===== src/rtl/conv_pkg.sv =====
`default_nettype none
// ============================================================================
// conv_pkg : shared types and constants for the conv_kernel mode controller
// Rev 1.0  : initial release
// ============================================================================
package conv_pkg;

  typedef enum logic [1:0] {
    ST_INIT  = 2'd0,
    ST_RUN   = 2'd1,
    ST_ARMED = 2'd2,
    ST_FLUSH = 2'd3
  } state_t;

  localparam logic [1:0] c_MODE_PASS  = 2'd0;
  localparam logic [1:0] c_MODE_BLUR  = 2'd1;
  localparam logic [1:0] c_MODE_SHARP = 2'd2;
  localparam logic [1:0] c_MODE_EDGE  = 2'd3;

  // Active-low segments, bit order {g,f,e,d,c,b,a}
  localparam logic [6:0] c_SEG_0 = 7'b1000000;
  localparam logic [6:0] c_SEG_1 = 7'b1111001;
  localparam logic [6:0] c_SEG_2 = 7'b0100100;
  localparam logic [6:0] c_SEG_3 = 7'b0110000;

  function automatic logic [6:0] seg_decode(input logic [1:0] mode);
    logic [6:0] seg;
    case (mode)
      c_MODE_PASS:  seg = c_SEG_0;
      c_MODE_BLUR:  seg = c_SEG_1;
      c_MODE_SHARP: seg = c_SEG_2;
      default:      seg = c_SEG_3;
    endcase
    return seg;
  endfunction

endpackage
`default_nettype wire


===== src/rtl/key_debounce.sv =====
`default_nettype none
// ============================================================================
// key_debounce : 2-flop synchronizer, stability counter and press pulse
// Rev 1.0      : initial release
// ============================================================================
module key_debounce #(
  parameter int DEBOUNCE_CYCLES = 250000
) (
  input  logic clk,
  input  logic rst_n,
  input  logic i_key_n,
  output logic o_press
);

  localparam int CNT_W = (DEBOUNCE_CYCLES > 1) ? $clog2(DEBOUNCE_CYCLES) : 1;
  localparam logic [CNT_W-1:0] c_CNT_MAX = CNT_W'(DEBOUNCE_CYCLES - 1);

  logic             r_sync1;
  logic             r_sync2;
  logic             r_prev;
  logic             r_level;
  logic             r_press;
  logic [CNT_W-1:0] r_cnt;
  logic             w_stable;
  logic             w_accept;

  // Any change of the synced level restarts the stability window
  assign w_stable = (r_sync2 == r_prev);
  assign w_accept = w_stable && (r_cnt == c_CNT_MAX) && (r_sync2 != r_level);

  always_ff @(posedge clk or negedge rst_n) begin
    if (!rst_n) begin
      r_sync1 <= 1'b1;
      r_sync2 <= 1'b1;
      r_prev  <= 1'b1;
      r_level <= 1'b1;
      r_press <= 1'b0;
      r_cnt   <= '0;
    end else begin
      r_sync1 <= i_key_n;
      r_sync2 <= r_sync1;
      r_prev  <= r_sync2;
      r_press <= w_accept & ~r_sync2;
      if (!w_stable) begin
        r_cnt <= '0;
      end else if (r_cnt != c_CNT_MAX) begin
        r_cnt <= r_cnt + CNT_W'(1);
      end
      if (w_accept) begin
        r_level <= r_sync2;
      end
    end
  end

  assign o_press = r_press;

endmodule
`default_nettype wire


===== src/rtl/conv_mode_ctrl.sv =====
`default_nettype none
// ============================================================================
// conv_mode_ctrl : frame-synchronous filter-mode sequencer for conv_kernel
// Rev 1.0        : initial release
// ============================================================================
module conv_mode_ctrl
  import conv_pkg::*;
#(
  parameter int DEBOUNCE_CYCLES = 250000,
  parameter int NUM_MODES       = 4,
  parameter int MODE_W          = 2,
  parameter int WARMUP_LINES    = 2
) (
  input  logic              clk,
  input  logic              RESET_N,
  input  logic              key_ni,
  input  logic              sw_bypass_i,
  input  logic              vs_ni,
  input  logic              hs_ni,
  output logic [MODE_W-1:0] mode_o,
  output logic              en_o,
  output logic              pending_o,
  output logic [7:0]        frame_cnt_o,
  output logic [6:0]        hex_no
);

  localparam int LINE_W = $clog2(WARMUP_LINES + 1);
  localparam logic [LINE_W-1:0] c_LINES    = LINE_W'(WARMUP_LINES);
  localparam logic [MODE_W-1:0] c_MODE_TOP = MODE_W'(NUM_MODES - 1);

  state_t              r_state;
  state_t              w_state_next;
  logic                r_byp1;
  logic                r_byp2;
  logic                r_vs_prev;
  logic                r_hs_prev;
  logic                w_vs_fall;
  logic                w_hs_fall;
  logic                w_press;
  logic [LINE_W-1:0]   r_line;
  logic [LINE_W-1:0]   w_line_inc;
  logic [MODE_W-1:0]   r_pend_mode;
  logic [MODE_W-1:0]   w_pend_next;
  logic                r_pending;
  logic [MODE_W-1:0]   r_mode;
  logic                r_en;
  logic [7:0]          r_frame;
  logic [6:0]          r_hex;
  logic                w_en_next;
  logic                w_commit;
  logic                w_line_clr;
  logic                w_line_step;

  key_debounce #(
    .DEBOUNCE_CYCLES (DEBOUNCE_CYCLES)
  ) u_key_debounce (
    .clk     (clk),
    .rst_n   (RESET_N),
    .i_key_n (key_ni),
    .o_press (w_press)
  );

  assign w_vs_fall   = r_vs_prev & ~vs_ni;
  assign w_hs_fall   = r_hs_prev & ~hs_ni;
  assign w_line_inc  = r_line + LINE_W'(1);
  assign w_pend_next = (r_pend_mode == c_MODE_TOP) ? '0 : r_pend_mode + MODE_W'(1);

  always_comb begin
    w_state_next = r_state;
    w_en_next    = 1'b0;
    w_commit     = 1'b0;
    w_line_clr   = 1'b0;
    w_line_step  = 1'b0;
    case (r_state)
      ST_INIT: begin
        if (w_vs_fall) begin
          w_state_next = ST_FLUSH;
          w_line_clr   = 1'b1;
        end
      end
      ST_RUN: begin
        w_en_next = ~r_byp2;
        if (r_pending) begin
          w_state_next = ST_ARMED;
        end
      end
      ST_ARMED: begin
        w_en_next = ~r_byp2;
        if (w_vs_fall) begin
          w_commit     = 1'b1;
          w_line_clr   = 1'b1;
          w_state_next = ST_FLUSH;
        end
      end
      ST_FLUSH: begin
        // Leave on the hsync edge that completes the warm-up count
        if (w_hs_fall) begin
          if (w_line_inc == c_LINES) begin
            w_state_next = ST_RUN;
          end else begin
            w_line_step = 1'b1;
          end
        end
      end
      default: w_state_next = ST_INIT;
    endcase
  end

  always_ff @(posedge clk or negedge RESET_N) begin
    if (!RESET_N) begin
      r_state <= ST_INIT;
    end else begin
      r_state <= w_state_next;
    end
  end

  always_ff @(posedge clk or negedge RESET_N) begin
    if (!RESET_N) begin
      r_byp1      <= 1'b0;
      r_byp2      <= 1'b0;
      r_vs_prev   <= 1'b1;
      r_hs_prev   <= 1'b1;
      r_line      <= '0;
      r_pend_mode <= '0;
      r_pending   <= 1'b0;
      r_mode      <= '0;
      r_en        <= 1'b0;
      r_frame     <= '0;
      r_hex       <= c_SEG_0;
    end else begin
      r_byp1    <= sw_bypass_i;
      r_byp2    <= r_byp1;
      r_vs_prev <= vs_ni;
      r_hs_prev <= hs_ni;
      r_en      <= w_en_next;
      r_hex     <= seg_decode(2'(r_mode));
      if (w_vs_fall) begin
        r_frame <= r_frame + 8'd1;
      end
      if (w_line_clr) begin
        r_line <= '0;
      end else if (w_line_step) begin
        r_line <= w_line_inc;
      end
      // A press coinciding with a commit keeps the request alive for next frame
      if (w_press) begin
        r_pend_mode <= w_pend_next;
        r_pending   <= 1'b1;
      end else if (w_commit) begin
        r_pending <= 1'b0;
      end
      if (w_commit) begin
        r_mode <= r_pend_mode;
      end
    end
  end

  assign mode_o      = r_mode;
  assign en_o        = r_en;
  assign pending_o   = r_pending;
  assign frame_cnt_o = r_frame;
  assign hex_no      = r_hex;

endmodule
`default_nettype wire


===== config.mk =====
export PLATFORM = sky130hd
export DESIGN_NAME = conv_mode_ctrl
export DESIGN_NICKNAME = d
export VERILOG_FILES = /design/src/rtl/conv_pkg.sv /design/src/rtl/key_debounce.sv /design/src/rtl/conv_mode_ctrl.sv
export SDC_FILE = /design/constraint.sdc
export NUM_CORES = 1
export LEC_CHECK = 0
export CAP_MARGIN = 10
export CELL_PAD_IN_SITES_DETAIL_PLACEMENT = 0
export CELL_PAD_IN_SITES_GLOBAL_PLACEMENT = 1
export CORE_ASPECT_RATIO = 0.9
export CORE_MARGIN = 5
export CORE_UTILIZATION = 40
export DETAILED_ROUTE_END_ITERATION = 10
export PLACE_DENSITY = 0.81
export REMOVE_ABC_BUFFERS = 1
export SLEW_MARGIN = 20
export SYNTH_ARGS = -nofsm -noshare
export SYNTH_HDL_FRONTEND = slang
export SYNTH_SLANG_ARGS = --single-unit

===== constraint.sdc =====
create_clock -name clk -period 1.6 [get_ports clk]
set_input_delay 0.16 -clock clk [delete_from_list [all_inputs] [get_ports clk]]
set_output_delay 0.16 -clock clk [all_outputs]
set_load 0.01 [all_outputs]

---- Word level (Yosys, flattened, before mapping) ----
Cells that the tools add are included.
operators by class
  $add $sub $neg .......................... 4
  bitwise operators ....................... 7
  muxes and demuxes ....................... 20
  $lt $le $gt $ge ......................... 0
  equality and inequality tests ........... 16
  reduce and logical (&&, ||, !) cells .... 9
  shifts and indexed selects .............. 0
  divide/modulo/power cells ............... 0
  multiply operators ...................... 0
operator list
  cell                     count
  $mux W18                 2
  $pmux W7 S3              1
  $add A18 B1 Y18 const B  1
  $eq A18 B18 Y1 const B   1
  $ne A18 B18 Y1 const B   1
  $mux W2                  7
  $eq A2 B2 Y1 const B     5
  $mux W1                  9
  $add A8 B1 Y8 const B    1
  $ne A2 B2 Y1 const B     4
  $pmux W2 S3              1
  $add A2 B1 Y2 const B    2
  $eq A2 B1 Y1 const B     2
  $logic_not A2 Y1         2
  $not A1 Y1               4
  $reduce_and A4 Y1        1
  $reduce_bool A2 Y1       2
  $reduce_or A2 Y1         2
  $and A1 B1 Y1            3
  $logic_and A1 B1 Y1      2
  $ne A2 B1 Y1 const B     1
  $eq A1 B1 Y1             1
  $ne A1 B1 Y1             1
storage, ports and cells
  RAM bits ................................ 0
  word-level logic and storage cells ...... 74
  ROM bits ................................ 0
  latch bits .............................. 0
  input port bits ......................... 6
  register bits after elaboration ......... 52
  output and inout port bits .............. 19
  memories kept ........................... 0

---- Longest topological paths before layout ----
  depth in word-level cells ............... 7
  gate-level depth with buffers ........... 6

---- Modules after synthesis ----
A second synthesis with hierarchy kept.
second synthesis, totals
  cell total of the unflattened synthesis .. 199
  area, all modules ....................... 2263.4 µm²
by module, submodules not included
  module          sequential area each (µm²)  cells an instance  area an instance (µm²)  times used
  conv_mode_ctrl  679.4                       89                 1144.8                  1
  key_debounce    580.6                       110                1118.6                  1

---- Least setup slack after synthesis ----
OpenSTA, ideal clock, no wires.
  path kind ............................... register to register
  start ................................... register u_key_debounce.r_cnt[0]
  end ..................................... register u_key_debounce.r_cnt[16]
  required time ........................... 1522 ps
  setup slack ............................. 39 ps
  arrival time ............................ 1483 ps
  cell stages (with the launch flop) ...... 6
  cells stage by stage .................... dfrtp_1 -> ha_1 -> and3_2 -> nand2_1 -> or4_1 -> a21oi_1
between the ends
  longest elaborated chain between the ends .. 3
ends and longest elaborated chain
  item                      RTL line            source
  start: declaration        key_debounce.sv:23  logic [CNT_W-1:0] r_cnt;
  start signal: assignment  key_debounce.sv:47  r_cnt <= r_cnt + CNT_W'(1);
  $add A18 B1 Y18           key_debounce.sv:47
  $mux W18                  key_debounce.sv:46  end else if (r_cnt != c_CNT_MAX) begin
  $mux W18                  key_debounce.sv:44  if (!w_stable) begin
Several ways; a longest one is shown, not always the timed one. The select of a mux whose other input is x is not followed.
A chain may end at the register's enable or synchronous reset.

---- Final worst setup path ----
Ends and elaborated chain as after synthesis.

==> impl.org <==
** Floorplanning
- Die area :: 0.00736 sq mm
- The core region is 0.00563 sq mm.
- For this configuration, the core starts out at a cell density of 0.408.
- The die is 81.9 um tall.
- Die Width :: 89.9 um
- In this run the core area contains 26 standard-cell rows.
- Top-Level Pins :: 25

** Clock network
- The clock passes through at most 2 buffers.
- TritonCTS built the clock tree.
- H-tree levels :: 2
- CTS sink cnt :: 50
- Number of CTS-inserted buffers :: 5
- Clock-pin slew was measured on the worst setup and hold paths at 0.09 ns.
- Source-to-sink clock delay at the later pin of the worst-skew pair :: 0.30 ns
- Clk Tree Root Cell :: sky130_fd_sc_hd__clkbuf_8

** Power and ir drop
- Of the total power, combinational logic draws 0.145.
- Power density normalized to cell area :: 953 mW/mm^2
- Switching power share of the total :: 0.249
- Clock share of power :: 0.321
- In this run the static leakage power is 1.29 nW.
- The share of total power dissipated in sequential elements is 0.534.
- Internal power comes to 2.06 mW.
- Summed over all nets, the switching power comes to 684 uW.
- Power comes to 2.74 mW.
- Largest voltage drop on the vdd net :: 601 uV

** Finish
- Of the cells placed in the final design, the portion with a size suffix greater than 1 is 0.219.
- Area growth syn-to-layout :: 25.4%
- ANT cells :: 0
- Final net count :: 261

** Synth
- The synthesized design spends more area on one cell type than any other, namely sky130_fd_sc_hd__dfrtp_1.
- For this run, asynchronously set or reset flops after synthesis account for 1.00.
- Yosys warnings :: 0
- Of the post-synthesis cell area, the dominant cell type holds 0.468.
- Share of synthesized cell area in full adder, half adder and majority cells :: 0.0490
- The compound-cell area share of the yosys netlist is 0.0648.
- The share of the Yosys chip area taken by registers is 0.548.
- Of the total synthesized cell area, the portion taken by XOR and XNOR cells is 0.0648.
- Most frequent cell after synthesis :: sky130_fd_sc_hd__dfrtp_1
- By area, the combinational part of the netlist is dominated by simple AND/OR/NAND/NOR gates.
- The portion of synthesized area spent on multiplexers is 0.0332.
- Largest cells by area after synthesis :: sky130_fd_sc_hd__dfrtp_1 47%, sky130_fd_sc_hd__dfstp_2 8.0%, sky130_fd_sc_hd__ha_1 4.9%
- Synthesis-stage register bit count :: 50
- After synthesis the cells add up to 0.00230 sq mm.
- The most used flip-flop cell after synthesis is sky130_fd_sc_hd__dfrtp_1.
- Top cells by count, synth :: 43 x sky130_fd_sc_hd__dfrtp_1, 14 x sky130_fd_sc_hd__nand2_1, 14 x sky130_fd_sc_hd__nor2_1, 12 x sky130_fd_sc_hd__nand3_1
- The cell count after synthesis came out at 203.
- Dividing the synthesized area by the synthesized cell count gives 11.3 sq um.
- The synthesized netlist contains 50 unique library cells.
- Simple-gate share of the synthesized area :: 0.214
- In this run, synthesis inferred 0 flip-flops with an integrated enable.

** STA
- Setup TNS after final layout :: 0 ns
- Setup repair after global routing missed its margin :: no
- Setup violations remaining at the end of the flow were counted as 0.
- Crit share post-route :: 0.958
- Final Hold Vio Count :: 0
- The final count of pins violating max slew is 0.
- The clock arrives with 0.00695 ns of skew.
- The worst path in the final design needs a cycle of 1.53 ns, including I/O delays and setup.
- Highest achievable clock rate :: 0.652 GHz

** Route
- For this block, the initial DRC count from the detailed router was 52.
- Total vias in the final route :: 1633
- The pre-antenna-repair detailed-routing pass consisted of 4 iterations.
- Dividing the detail-routed wire length by the instance count gives 13.9 um.
- The final layout contains routed wiring with a total length of 4400 um.
- In this run the remaining antenna-violating nets after routing total 0.
- Via density per instance :: 5.15
- In the routed design, unresolved DRC markers number 0.

** Global routing
- Pin count of the biggest net entering global routing :: 46
- Number of antenna violations at the first check in global routing :: 0
- The number of global-route vias before repair is 1731.
- Residual overflow from global routing :: 0
- Across every metal layer, demand over resource in global routing totals 0.130.
- First-pass GRT wire length :: 7850 um

** Job
- Across the run, the number of max-cap violations was 0.

** Setup path
- The worst setup path is launched from a flip-flop.
- Number of cell instances on the worst register-to-register path :: 5
- For flop-to-flop paths, the worst setup slack is 0.07 ns.
- Data arrives at the worst endpoint at 1.77 ns.
- The worst setup path is of the reg2reg kind.
- Along the worst path, the maximum fanout reaches 4.
- In this run the critical register-to-register path is captured at u_key_debounce.r_cnt[16].
- The startpoint identified for the worst register-to-register timing path is u_key_debounce.r_cnt[0].
- CP Capture Type :: flip-flop
- Data on the critical path is required at its endpoint by 1.83 ns.
- The critical path starts at u_key_debounce.r_cnt[0].

** Placement
- Detailed placement finished with a half-perimeter wire length of 3110 um.
- The congestion estimate from routability-driven global placement came to 0.780.
- Count of input and output buffers :: 23

** Run status
- Outcome :: completed

** Min path
- The tightest min-delay check is of the in2async type.
## logic make-up (layout without fill, tap and decap cells)
| group | Yosys count | after routing |
|---|---|---|
| XOR/XNOR | 17 | 17 |
| adder cells (fa/ha/maj) | 9 | 9 |
| AND/OR/NAND/NOR | 82 | 82 |
| flip-flops | 50 | 50 |
| multiplexers | 7 | 7 |
| other | 1 | 1 |
| buffers and inverters | 12 | 56 |
| AO/OA/AOI/OAI | 25 | 25 |
## sequential cells by signal, indices dropped and copies added (netlist names)
register,flops
u_key_debounce.r_cnt,18
hex_no,5
en_o,1
u_key_debounce.r_prev,1
u_key_debounce.r_level,1
r_byp1,1
u_key_debounce.o_press,1
r_hs_prev,1
u_key_debounce.r_sync1,1
frame_cnt_o,8
r_vs_prev,1
pending_o,1
r_state,2
r_pend_mode,2
mode_o,2
r_line,2
u_key_debounce.r_sync2,1
r_byp2,1
## cells in the final DEF, fill, tap and decap left out, types with 2 or more instances in the layout
cell / n
sky130_fd_sc_hd__inv_1: 5
sky130_fd_sc_hd__nor3_1: 3
sky130_fd_sc_hd__and3_1: 2
sky130_fd_sc_hd__dfrtp_1: 42
sky130_fd_sc_hd__dfstp_2: 7
sky130_fd_sc_hd__nand2_1: 13
sky130_fd_sc_hd__clkdlybuf4s50_1: 22
sky130_fd_sc_hd__mux2_2: 5
sky130_fd_sc_hd__o31ai_1: 2
sky130_fd_sc_hd__a21oi_1: 6
sky130_fd_sc_hd__nand3b_1: 2
sky130_fd_sc_hd__and4_4: 2
sky130_fd_sc_hd__o21ai_0: 8
sky130_fd_sc_hd__nand4_1: 4
sky130_fd_sc_hd__buf_4: 18
sky130_fd_sc_hd__ha_1: 8
sky130_fd_sc_hd__clkbuf_8: 5
sky130_fd_sc_hd__o211ai_1: 2
sky130_fd_sc_hd__or3_1: 2
sky130_fd_sc_hd__xor2_1: 9
sky130_fd_sc_hd__mux2i_1: 2
sky130_fd_sc_hd__nand3_1: 12
sky130_fd_sc_hd__or4_1: 3
sky130_fd_sc_hd__nor2_1: 14
sky130_fd_sc_hd__xnor2_1: 8
sky130_fd_sc_hd__nor2b_1: 5
## power by group through the flow
stage	Sequential, mW	Combinational, mW	Clock [mW]
global route	1.48	0.443	0.966
floorplan	1.50	0.127	0
finish	1.47	0.399	0.880
global placement	1.49	0.377	0
CTS	1.47	0.396	0.913
detailed placement	1.49	0.386	0
## layout make-up
cell class / count / area [sq um]
Multi-Input combinational cell: 141 / 1010
Clock buffer: 6 / 72.6
Sequential cell: 50 / 1260
Timing Repair Buffer: 43 / 390
Fill cell: 513 / 2750
Clock inverter: 2 / 37.5
Inverter: 5 / 18.8
Tap cell: 70 / 87.6
## how the worst max path moves through the flow
stage                                     to  slack, ns
floorplan           u_key_debounce.r_cnt[15]      -0.03
global placement    u_key_debounce.r_cnt[16]       0.08
detailed placement  u_key_debounce.r_cnt[16]       0.04
CTS                 u_key_debounce.r_cnt[16]      0.006
global route        u_key_debounce.r_cnt[12]    0.00009
finish              u_key_debounce.r_cnt[16]       0.07
## worst max-delay path, stage by stage, from the launching register on
cell and delay [ns]:
sky130_fd_sc_hd__dfrtp_1 0.38, sky130_fd_sc_hd__ha_2 0.19, sky130_fd_sc_hd__and3_4 0.19, sky130_fd_sc_hd__nand2_2 0.08
sky130_fd_sc_hd__or4_4 0.49, sky130_fd_sc_hd__a21oi_2 0.14
## through the flow
stage          hold slack [ns]  std cells   util  cell area [sq um]  setup slack [ns]
3_5_place_dp          -0.00331        306  0.482               2710            0.0390
3_3_place_gp          -0.00498        306  0.482               2710            0.0782
6_report                 0.223        317  0.512               2880            0.0667
5_1_grt                  0.227        317  0.512               2880         0.0000894
4_1_cts                  0.204        316  0.505               2840           0.00561
2_1_floorplan           -0.136        196      -               2260           -0.0253
## layer usage
| layer | vias up | track usage | share of wire |
|---|---|---|---|
| met5 | - | 0 | 0 |
| met1 | 807 | 0.162 | 0.49 |
| met2 | 20 | 0.227 | 0.47 |
| met3 | 2 | 0.0266 | 0.029 |
| met4 | 0 | 0.0446 | 0.0093 |
| li1 | 804 | - | - |
## timing repair
action	4_1_cts	5_1_grt
endpoints found under the setup margin	1	6
hold endpoints to repair	44	0
setup buffers	1	1
gates resized for setup	0	9
pin swaps	0	1
hold buffers	1	0
cloned	0	0
Power figures use the tool's default switching activity.
